`src/rtl/ram_line_arbiter.sv`:
```
// ram_line_arbiter
// Two-requester arbiter/sequencer in front of the single-port, line-wide main
// BRAM. Port I is the instruction-cache refill path (read only). Port D is the
// data-cache refill/writeback path (read or byte-strobed write). One RAM
// operation is in flight at a time. The RAM's registered 1-cycle read latency
// is absorbed here, and a line-wide response is returned with a valid/ready
// handshake. While prog_mode_i is high, no new grant is issued.
//
// Build option: define RAM_ARB_PERF_EN to add saturating performance counters
// (perf_i_grants_o, perf_d_grants_o, perf_conflict_o). Without the macro those
// ports and their logic are absent.
module ram_line_arbiter #(
    parameter int CACHE_LINE_WIDTH = 128,
    parameter int RAM_DEPTH        = 32768,
    parameter int ADDR_W           = $clog2(RAM_DEPTH)
) (
    input  logic                          clk_i,
    input  logic                          rst_ni,
    input  logic                          prog_mode_i,
    // I port (read only)
    input  logic                          i_req_valid_i,
    output logic                          i_req_ready_o,
    input  logic [ADDR_W-1:0]             i_req_addr_i,
    output logic                          i_rsp_valid_o,
    input  logic                          i_rsp_ready_i,
    output logic [CACHE_LINE_WIDTH-1:0]   i_rsp_data_o,
    // D port (read or strobed write)
    input  logic                          d_req_valid_i,
    output logic                          d_req_ready_o,
    input  logic                          d_req_we_i,
    input  logic [ADDR_W-1:0]             d_req_addr_i,
    input  logic [CACHE_LINE_WIDTH-1:0]   d_req_wdata_i,
    input  logic [CACHE_LINE_WIDTH/8-1:0] d_req_wstrb_i,
    output logic                          d_rsp_valid_o,
    input  logic                          d_rsp_ready_i,
    output logic [CACHE_LINE_WIDTH-1:0]   d_rsp_data_o,
    // RAM side
    output logic [ADDR_W-1:0]             ram_addr_o,
    output logic [CACHE_LINE_WIDTH-1:0]   ram_wdata_o,
    output logic [CACHE_LINE_WIDTH/8-1:0] ram_wstrb_o,
    output logic                          ram_rd_en_o,
    input  logic [CACHE_LINE_WIDTH-1:0]   ram_rdata_i
`ifdef RAM_ARB_PERF_EN
    ,
    output logic [31:0]                   perf_i_grants_o,
    output logic [31:0]                   perf_d_grants_o,
    output logic [31:0]                   perf_conflict_o
`endif
);

    localparam int STRB_W = CACHE_LINE_WIDTH / 8;

    // Port identifiers used for the round-robin pointer and the owner register.
    localparam logic PORT_I = 1'b0;
    localparam logic PORT_D = 1'b1;

    typedef enum logic [1:0] {
        IDLE    = 2'd0,
        RD_WAIT = 2'd1,
        RESP    = 2'd2
    } state_t;

    state_t                      state_q, state_d;
    // Port granted most recently. It selects the response owner while busy and
    // acts as the round-robin pointer in IDLE. Reset to D so the first tie goes
    // to I.
    logic                        grant_q, grant_d;
    logic [CACHE_LINE_WIDTH-1:0] rsp_data_q, rsp_data_d;

    logic grant_en;
    logic winner;
    logic grant_i;
    logic grant_d_port;
    logic grant_rd;
    logic grant_wr;
    logic rsp_active;
    logic rsp_ready_sel;

    // Winner selection: a lone requester wins, and a tie goes to the port that
    // was not granted last. The rst_ni term keeps every output at zero while
    // reset is held, even if requests are present.
    always_comb begin
        grant_en = 1'b0;
        winner   = PORT_I;
        if (rst_ni && (state_q == IDLE) && !prog_mode_i &&
            (i_req_valid_i || d_req_valid_i)) begin
            grant_en = 1'b1;
        end
        if (i_req_valid_i && d_req_valid_i) begin
            winner = ~grant_q;
        end else if (d_req_valid_i) begin
            winner = PORT_D;
        end else begin
            winner = PORT_I;
        end
    end

    assign grant_i      = grant_en && (winner == PORT_I);
    assign grant_d_port = grant_en && (winner == PORT_D);
    assign grant_wr     = grant_d_port && d_req_we_i;
    assign grant_rd     = grant_i || (grant_d_port && !d_req_we_i);

    // Request-side and RAM-side outputs are valid only in the grant cycle.
    always_comb begin
        i_req_ready_o = grant_i;
        d_req_ready_o = grant_d_port;
        ram_rd_en_o   = grant_rd;
        ram_addr_o    = '0;
        ram_wdata_o   = '0;
        ram_wstrb_o   = '0;
        if (grant_i) begin
            ram_addr_o = i_req_addr_i;
        end else if (grant_d_port) begin
            ram_addr_o = d_req_addr_i;
        end
        if (grant_wr) begin
            ram_wdata_o = d_req_wdata_i;
            ram_wstrb_o = d_req_wstrb_i;
        end
    end

    // Response side: only the owning port ever sees valid or data.
    always_comb begin
        rsp_active    = (state_q == RESP);
        i_rsp_valid_o = rsp_active && (grant_q == PORT_I);
        d_rsp_valid_o = rsp_active && (grant_q == PORT_D);
        i_rsp_data_o  = i_rsp_valid_o ? rsp_data_q : '0;
        d_rsp_data_o  = d_rsp_valid_o ? rsp_data_q : '0;
        rsp_ready_sel = (grant_q == PORT_I) ? i_rsp_ready_i : d_rsp_ready_i;
    end

    // Next-state logic. Leaving RESP always goes through IDLE, so there is
    // never a grant in the handshake cycle.
    always_comb begin
        state_d    = state_q;
        grant_d    = grant_q;
        rsp_data_d = rsp_data_q;
        unique case (state_q)
            IDLE: begin
                if (grant_en) begin
                    grant_d = winner;
                    if (grant_wr) begin
                        rsp_data_d = '0;
                        state_d    = RESP;
                    end else begin
                        state_d = RD_WAIT;
                    end
                end
            end
            RD_WAIT: begin
                // RAM data registered from the grant-cycle read is valid now.
                rsp_data_d = ram_rdata_i;
                state_d    = RESP;
            end
            RESP: begin
                if (rsp_ready_sel) begin
                    state_d = IDLE;
                end
            end
            default: begin
                state_d = IDLE;
            end
        endcase
    end

    // State, owner and response-holding registers. An asynchronous reset drops
    // any pending response.
    always_ff @(posedge clk_i or negedge rst_ni) begin
        if (!rst_ni) begin
            state_q    <= IDLE;
            grant_q    <= PORT_D;
            rsp_data_q <= '0;
        end else begin
            state_q    <= state_d;
            grant_q    <= grant_d;
            rsp_data_q <= rsp_data_d;
        end
    end

`ifdef RAM_ARB_PERF_EN
    logic [31:0] perf_i_q, perf_d_q, perf_conf_q;
    logic [31:0] perf_i_d, perf_d_d, perf_conf_d;
    logic        lost_cycle;

    // A cycle is lost when both ports want the RAM but no grant is possible.
    assign lost_cycle = i_req_valid_i && d_req_valid_i &&
                        !((state_q == IDLE) && !prog_mode_i);

    // Saturating increments: the counters stick at all-ones instead of
    // wrapping.
    always_comb begin
        perf_i_d    = perf_i_q;
        perf_d_d    = perf_d_q;
        perf_conf_d = perf_conf_q;
        if (grant_i && (perf_i_q != 32'hFFFF_FFFF)) begin
            perf_i_d = perf_i_q + 32'd1;
        end
        if (grant_d_port && (perf_d_q != 32'hFFFF_FFFF)) begin
            perf_d_d = perf_d_q + 32'd1;
        end
        if (lost_cycle && (perf_conf_q != 32'hFFFF_FFFF)) begin
            perf_conf_d = perf_conf_q + 32'd1;
        end
    end

    // Counter registers, cleared by reset.
    always_ff @(posedge clk_i or negedge rst_ni) begin
        if (!rst_ni) begin
            perf_i_q    <= '0;
            perf_d_q    <= '0;
            perf_conf_q <= '0;
        end else begin
            perf_i_q    <= perf_i_d;
            perf_d_q    <= perf_d_d;
            perf_conf_q <= perf_conf_d;
        end
    end

    assign perf_i_grants_o = perf_i_q;
    assign perf_d_grants_o = perf_d_q;
    assign perf_conflict_o = perf_conf_q;
`endif

    // Byte strobes cover the whole line. This width is used only by the ports.
    logic [STRB_W-1:0] unused_strb_w;
    assign unused_strb_w = '0;

endmodule

```
`config.mk`:
```
export PLATFORM = sky130hd
export DESIGN_NAME = ram_line_arbiter
export DESIGN_NICKNAME = d
export VERILOG_FILES = /design/src/rtl/ram_line_arbiter.sv
export SDC_FILE = /design/constraint.sdc
export NUM_CORES = 1
export LEC_CHECK = 0
export CAP_MARGIN = 20
export CORE_AREA = 2 2 280 282
export CTS_BUF_LIST = sky130_fd_sc_hd__clkbuf_4 sky130_fd_sc_hd__clkbuf_8 sky130_fd_sc_hd__clkbuf_16
export CTS_CLUSTER_DIAMETER = 60
export DETAILED_ROUTE_END_ITERATION = 8
export DIE_AREA = 0 0 282 284
export SETUP_SLACK_MARGIN = 0.4
export SLEW_MARGIN = 0
export SYNTH_ARGS = -nofsm -noshare
export SYNTH_HDL_FRONTEND = slang
export SYNTH_SLANG_ARGS = --single-unit
```
`constraint.sdc`:
```
create_clock -name clk_i -period 2.8 [get_ports clk_i]
set_input_delay 0.56 -clock clk_i [delete_from_list [all_inputs] [get_ports clk_i]]
set_output_delay 0.56 -clock clk_i [all_outputs]
set_load 0.02 [all_outputs]
```
======== Yosys cells after proc, flatten, opt, wreduce, memory -nomap -nowiden ========
Index checks and enable logic that the tools add are counted.
word-level totals
  flip-flop bits (word level) ............. 131
  bits of input ports ..................... 310
  word-level logic and storage cells ...... 46
cells by class
  equality and inequality tests ........... 5
  mux-type cells .......................... 17
  bitwise operators ....................... 2
  reduce and logical (&&, ||, !) cells .... 19
operator list
  kind                count
  $mux 128            5
  $pmux 128 s2        1
  $mux 15             2
  $mux 16             1
  $logic_and 1x1->1   10
  $mux 2              3
  $pmux 2 s3          1
  $mux 1              4
  $ne 2x2->1 const B  2
  $reduce_and 2->1    2
  $reduce_and 3->1    1
  $eq 2x1->1 const B  1
  $eq 2x2->1 const B  1
  $logic_not 1->1     2
  $logic_not 2->1     1
  $logic_or 1x1->1    2
  $ne 2x1->1 const B  1
  $not 1->1           2
  $reduce_bool 2->1   1

======== Logic depth before layout (Yosys ltp) ========
Gate-level depths: netlist of the first run.
  depth in word-level cells ............... 10
  depth in mapped cells ................... 7
  depth with buffers taken out ............ 3

======== Worst setup path after synthesis of the first run ========
OpenSTA, ideal clock, no wires.
  path type ............................... input to output
  from .................................... input prog_mode_i
  to ...................................... output ram_addr_o[10]
  data arrival time ....................... 1.941 ns
  data required time ...................... 2.240 ns
  setup slack ............................. 0.299 ns
  stages .................................. 5
  buffers on the path ..................... 2
  path through ............................ or4b_4 -> o21bai_1 -> clkbuf_1 -> buf_2 -> a21oi_1
on the way
  word-level cells in the longest chain between the ends .. 7
  elaborated cells between the ends (all ways) .. 8
  classes of those cells .................. 3 x mux; 5 x reduce/logical
ends and longest elaborated chain
  item                              line  text
  from (decl)                       19    input logic prog_mode_i,
  $logic_not 1->1 *                 85    if (rst_ni && (state_q == IDLE) && !prog_mode_i &&
  $logic_and 1x1->1 * (2 in a row)  85
  $mux 1 *                          85
  $logic_and 1x1->1                 99    assign grant_d_port = grant_en && (winner == PORT_D);
  $mux 15                           113   end else if (grant_d_port) begin
  $mux 15 *                         111   if (grant_i) begin
  to (decl)                         38    output logic [ADDR_W-1:0] ram_addr_o,
Every way passes the cells marked *; elsewhere a longest branch is shown, timed or not.

======== Worst setup path after layout of the first run ========
  from .................................... register state_q[0]
  to ...................................... output ram_wdata_o[84]
on the way
  word-level cells in the longest chain between the ends .. 8
ends and longest elaborated chain
  item                            line  text
  from (decl)                     63    state_t state_q, state_d;
  from (signal assigned)          174   state_q <= state_d;
  $logic_not 2->1                 85
  $logic_and 1x1->1 (3 in a row)  85
  $mux 1                          85
  $logic_and 1x1->1               99
  $logic_and 1x1->1               100   assign grant_wr = grant_d_port && d_req_we_i;
  $mux 128                        116   if (grant_wr) begin
  to (decl)                       39    output logic [CACHE_LINE_WIDTH-1:0] ram_wdata_o,
No other way between the ends.

==> results of run 1 <==
routing by layer:
layer	vias to the layer above	global-route usage, %	part of all wire (%)
li1	5064	-	-
met1	5258	18.0	39
met2	520	27.1	49
met3	73	5.35	8.9
met4	26	6.25	2.8
met5	-	0	0.24
power by group through the flow:
stage,logic [mW],clock network [mW],registers (mW)
3_3_place_gp,6.89,0,3.96
4_1_cts,6.71,2.68,3.99
3_5_place_dp,6.99,0,3.99
6_report,6.69,2.57,4.00
5_1_grt,7.28,2.75,4.16
2_1_floorplan,3.71,0,3.46
cell type report:
class,count,area (µm²)
repair buffers,813,8430
fillers,8464,57800
diodes,9,22.5
inverters,1,3.75
flip-flops and latches,131,3290
clock inverters,14,200
multi-input cells,845,5490
clock buffers,18,433
well taps,1040,1300
flip-flops by register name, indices dropped and copies added, names as in the netlist:
| signal | count |
|---|---|
| state_q | 2 |
| rsp_data_q | 128 |
| grant_q | 1 |
timing repair:
item                       4_1_cts  5_1_grt
pin swaps                        6        3
hold buffers                     0        0
setup endpoints to repair      549      549
setup buffers                    8       17
resized for setup              688      243
gates cloned                     6        4
worst min path at each step:
stage | startpoint | end | slack [ns] | cells past startpoint
3_5_place_dp | rsp_data_q[9] | rsp_data_q[9] | 0.55 | 2
6_report | rst_ni | state_q[0] | 0.07 | 2
4_1_cts | rst_ni | state_q[0] | 0.03 | 2
3_3_place_gp | rsp_data_q[80] | rsp_data_q[80] | 0.54 | 2
2_1_floorplan | rst_ni | rsp_data_q[0] | 0.26 | 0
5_1_grt | rst_ni | state_q[0] | 0.05 | 2
metrics by stage:
step | power (mW) | std cells | cell area (µm²) | worst slack, ns
6_report | 13.3 | 2871 | 19200 | -0.328
3_5_place_dp | 11.0 | 2795 | 18100 | -0.812
3_3_place_gp | 10.9 | 2795 | 18100 | -0.823
2_1_floorplan | 7.17 | 1083 | 9070 | 0.299
5_1_grt | 14.2 | 2865 | 19100 | -0.456
4_1_cts | 13.4 | 2841 | 18800 | -0.392
cells in the final DEF (no fill, tap or decap), types with 7 or more instances in the layout:
cell type        count
clkdlybuf4s50_1    309
and2_1             296
dlygate4sd2_1      193
nand2b_1           128
a22oi_1            128
o21ai_0            128
dfrtp_1            128
buf_4               88
and2_2              69
buf_6               63
buf_12              60
and2_4              35
clkdlybuf4s15_2     34
nand2_1             30
clkbuf_2            27
clkbuf_16           21
buf_2               15
a21oi_1             11
diode_2              9
dlymetal6s2s_1       7
cells by family (layout without fill, tap and decap cells):
family / after synthesis / count (layout)
flip-flops: 131 / 131
AO/OA/AOI/OAI: 278 / 278
multiplexers: 1 / 1
AND/OR/NAND/NOR: 566 / 566
other: 0 / 9
buffers and inverters: 107 / 846
==> metrics, run 1 <==
xor/xnor share of the synthesized area=0%; Sw Ratio=43.6%; synthesized area=8990 µm²; kind of cell adding the most delay to the critical path=simple AND/OR/NAND/NOR gates; Synthesized Nets=1393; setup skew after layout=0.0166 ns; Leak=8.74 nW; drc violations=0; area leader, netlist=dfrtp_1; initial antenna violation count=23; final setup fails=407; CP Cell Sequence=or4b_4, nor3_4, buf_6, buf_12, buf_8, and2_2, buf_4; drt initial violations=577; CP max-delay cell=or4b_4; worst stage delay on the critical path=0.55 ns; clk sink count=about 130; Num CTS Buffers=17; Max VDD drop=0.265 mV; max_cap viols=0; area grow syn2layout=113%; gpl congestion=0.846; type of origin of the critical path=register; Boundary Pins=730; CP required=2.24 ns; Clock Tree Root=clkbuf_16; setup ws final=-0.328 ns; share of cells above drive strength 1=25.1%; Combinational Power Share=50.4%; Die Y=284 µm; largest family of logic cells by synthesized area=simple AND/OR/NAND/NOR gates; ranking of synthesized cells by area=dfrtp_1 (36%), and2_1 (28%), a22oi_1 (11%); clk buf depth=2; row count=102; first-pass GRT wire length=88100 µm; average cell area after synthesis=approximately 8.3 µm²; failing checks=setup timing; Crit Reg-Reg Startpoint=state_q[0]; R2R Setup Slk=0.18 ns; total congestion overflow=0; die area=80100 µm²; Top FF cell, synth=dfrtp_1; sw power=5.79 mW; CP Class=register to primary output; Layout Nets=2119; Netlist cell types=27; Max Clk Rate=approximately 0.32 GHz; post-DP HPWL=51600 µm; CTS H-tree depth=4; Setup crit end=ram_wdata_o[84]; first drt pass iteration count=6; Routed Antenna Nets=0; Adder-Cell Fraction of Synth Area=0%; WP depth=7; vias per inst=3.81; CP Max Fanout=30; relative slew slack=39.3%; Clock Latency Late Sink=around 0.48 ns; Synth Area in Compound Gates=between 10% and 20%; Tmin final=3.13 ns; final setup TNS=-76.09 ns; worst r2r path cells=9; RSZ-0062 raised after global routing=yes; sequential power share=30.2%; initial core utilization=11.7%; Post-synth top cells=and2_1 (400), dfrtp_1 (130), a22oi_1 (128), nand2b_1 (128), o21ai_0 (128); endpoint class of the critical path=primary output; GRT Resource Usage Total=15.8%; Clk pwr share=roughly 19%; Routed Wire Length=between 60000 and 70000 µm; clk slew on worst S/H paths=0.07 ns; Yosys warnings=0; Power Internal=7.48 mW; Final Core Density=24.9%; multiplexer area fraction after synthesis=less than 1%; Seq cells post-synth=131; post-synthesis sequential area ratio=between 30% and 40%; R2R Path End=rsp_data_q[30]; asr flop ratio synth=100%; Die X=282 µm; CP Launch Point=state_q[0]; Hold Crit Class=input port to async pin; largest net degree at the start of global routing=78; vias in the first global route=between 10000 and 15000; PortBufs=729; Post-Synth Simple-Gate Area=approximately two fifths; Slew Limit Fails=0; post-synth top area share=36.2%; status=finished, violations left; dominant cell by count in the synthesized netlist=and2_1; DR WL/cell=23.0 µm; Fin. Hold Viols=0; Slew @ Worst Pin=0.910 ns; PD cells=692 nW/µm²; CTS tree=done; core region area=77000 µm²; Buf/Inv on CP=4; number of synthesized flops with an enable pin=0; crit path DAT=between 2 and 3 ns; Min Hold Slack=0.0691 ns; Cells after Synth=1083; total number of vias=~11000; period utilization=112%
Power figures use the tool's default switching activity.
==> inputs of run 2 (changes only) <==
Settings changed: GPL_TIMING_DRIVEN set to 0.
==> metrics, run 2 (synthesis gave the netlist of run 1 again) <==
Layout Nets=2266 (+6.9%); total congestion overflow=0 (unchanged); most frequent cells in the layout=buf_6 (337), clkdlybuf4s50_1 (307), and2_4 (269), buf_4 (145), and2_1 (130); vias in the first global route=11900 (+9.8%); Biggest register=rsp_data_q; final setup TNS=-100.84 ns (-24.75 ns); period utilization=118% (+6.2 points); clk slew on worst S/H paths=0.07 ns (about the same); CP Class=input port to primary output; DR WL met2=36500 µm (+12%); top sig layer=met5; DP Area=17800 µm² (-1.7%); final setup fails=328 (-19%); CTS H-tree depth=4 (unchanged); commonest non-fill, non-tap cell in the layout=buf_6; setup ws final=-0.502 ns (-0.174 ns); CP max-delay cell=clkdlybuf4s50_1; biggest regs=rsp_data_q x128, state_q x2, grant_q x1; drt initial violations=574 (-0.52%); first-pass GRT wire length=97200 µm (+10%); Die Y=284 µm (unchanged); crit path DAT=2.74 ns (+0.17 ns); CP most frequent cell=clkbuf_16; share of cells above drive strength 1=47.5% (+22 points); Num CTS Buffers=17 (unchanged); clk buf depth=2 (unchanged); area grow syn2layout=141%; CP Cell Sequence=clkdlybuf4s50_1, a21bo_2, clkbuf_2, nor3_4, buf_12, buf_16, clkbuf_16, clkbuf_16, and2_4, buf_6; vias per inst=3.94 (+3.4%); initial antenna violation count=20 (-13%); type of origin of the critical path=input port; Slew Limit Fails=0 (unchanged); worst r2r path cells=7 (-2); row count=102 (unchanged); die area=80100 µm² (unchanged); worst stage delay on the critical path=0.59 ns (+0.04 ns); PD cells=725 nW/µm² (+4.7%); total number of vias=11900 (+8.7%); Routed Wire Length=74700 µm (+13%); Max VDD drop=0.425 mV (+60%); Routed Antenna Nets=0 (unchanged); Clock Tree Root=clkbuf_16; first drt pass iteration count=5 (-1); Final Core Density=28.1% (+3.2 points); CP Max Fanout=8 (-73%); gpl congestion=0.951 (+12%); largest net degree at the start of global routing=41 (-47%); drc violations=0 (unchanged); Crit Reg-Reg Startpoint=state_q[1]; register cell area after layout=3280 µm² (-0.19%); relative slew slack=47.8% (+8.5 points); met3 WL=5550 µm (-5.3%); Tmin final=3.30 ns (+0.174 ns); Placement Setup Slack=-2.01 ns (-1.20 ns); PortBufs=729 (unchanged); M1 wire length=29700 µm (+17%); endpoint class of the critical path=primary output; Die X=282 µm (unchanged); RSZ-0062 raised after global routing=yes; status=finished, violations left; CTS tree=done; Min Hold Slack=0.0659 ns (-0.00326 ns); total power=15.7 mW (+18%); Slew @ Worst Pin=0.782 ns (-0.127 ns); Clock Latency Late Sink=0.47 ns (about the same); max_cap viols=0 (unchanged); Hold Crit Class=input port to async pin; DR WL/cell=24.7 µm (+7.7%); R2R Setup Slk=0.29 ns (+0.11 ns); area taken by multi-input logic gates=6040 µm² (+10%); CP required=2.24 ns (about the same); Boundary Pins=730 (unchanged); post-DP HPWL=56600 µm (+9.7%); Fin. Hold Viols=0 (unchanged); initial core utilization=11.7% (unchanged); core region area=77000 µm² (unchanged); filler instances=8200 (-3.1%); dpl cells=2856 (+2.2%); failing checks=setup timing; Leak=9.47 nW (+8.4%); clk sink count=131 (unchanged); setup skew after layout=0.0153 ns (-0.00130 ns); fin cells=3018 (+5.1%); design area=21700 µm² (+13%); GRT Resource Usage Total=17.6% (+1.8 points); max reg flops=128 (unchanged); R2R Path End=rsp_data_q[101]; Max Clk Rate=0.303 GHz (-5.3%)
==> run 2: report_power, final <==
group          internal, mW  switching [mW]
Clock                  1.24            1.05
Combinational          4.94            4.26
Sequential             2.84            1.38
Total                  9.01            6.69
==> run 2: cell type report <==
type                       instances  share of cell area [%]
clock buffer                      18                    2.00
timing repair buffer             854                    42.6
buffer                           106                    5.66
multi-input combinational        845                    27.9
sequential                       131                    15.1
tap                             1040                    6.01
clock inverter                    14                   0.601
inverter                           1                  0.0173
antenna                            9                   0.104
==> run 2: how the worst max path moves through the flow <==
stage | from | endpoint | slack (ns) | depth (start not counted)
after global placement | rst_ni | ram_wdata_o[15] | -6.94 | 7
after floorplan | prog_mode_i | ram_addr_o[10] | 0.30 | 5
after CTS | state_q[0] | ram_wdata_o[77] | -0.59 | 8
after global routing | state_q[1] | ram_wdata_o[81] | -0.59 | 9
after detailed placement | rst_ni | ram_wdata_o[15] | -2.01 | 8
final | d_req_valid_i | ram_wdata_o[91] | -0.50 | 10
==> run 2: worst max-delay path: cells and delay by family <==
| family | cells | cell delay (ns) |
|---|---|---|
| AND/OR/NAND/NOR | 2 | 0.35 |
| buffers and inverters | 7 | 1.56 |
| AO/OA/AOI/OAI | 1 | 0.25 |
==> run 2: what timing repair did <==
item / in CTS / in global routing
hold endpoints to repair: 36 / 0
cloned: 15 / 16
buffers inserted: 53 / 35
gates resized for setup: 2072 / 878
endpoints found under the setup margin: 549 / 531
hold buffers: 2 / 0
pin swaps: 11 / 43
==> run 2: layer usage <==
layer,vias up,GRT usage [%]
met1,5811,20.9
li1,5368,-
met5,-,0
met3,108,4.69
met2,587,29.8
met4,14,7.27
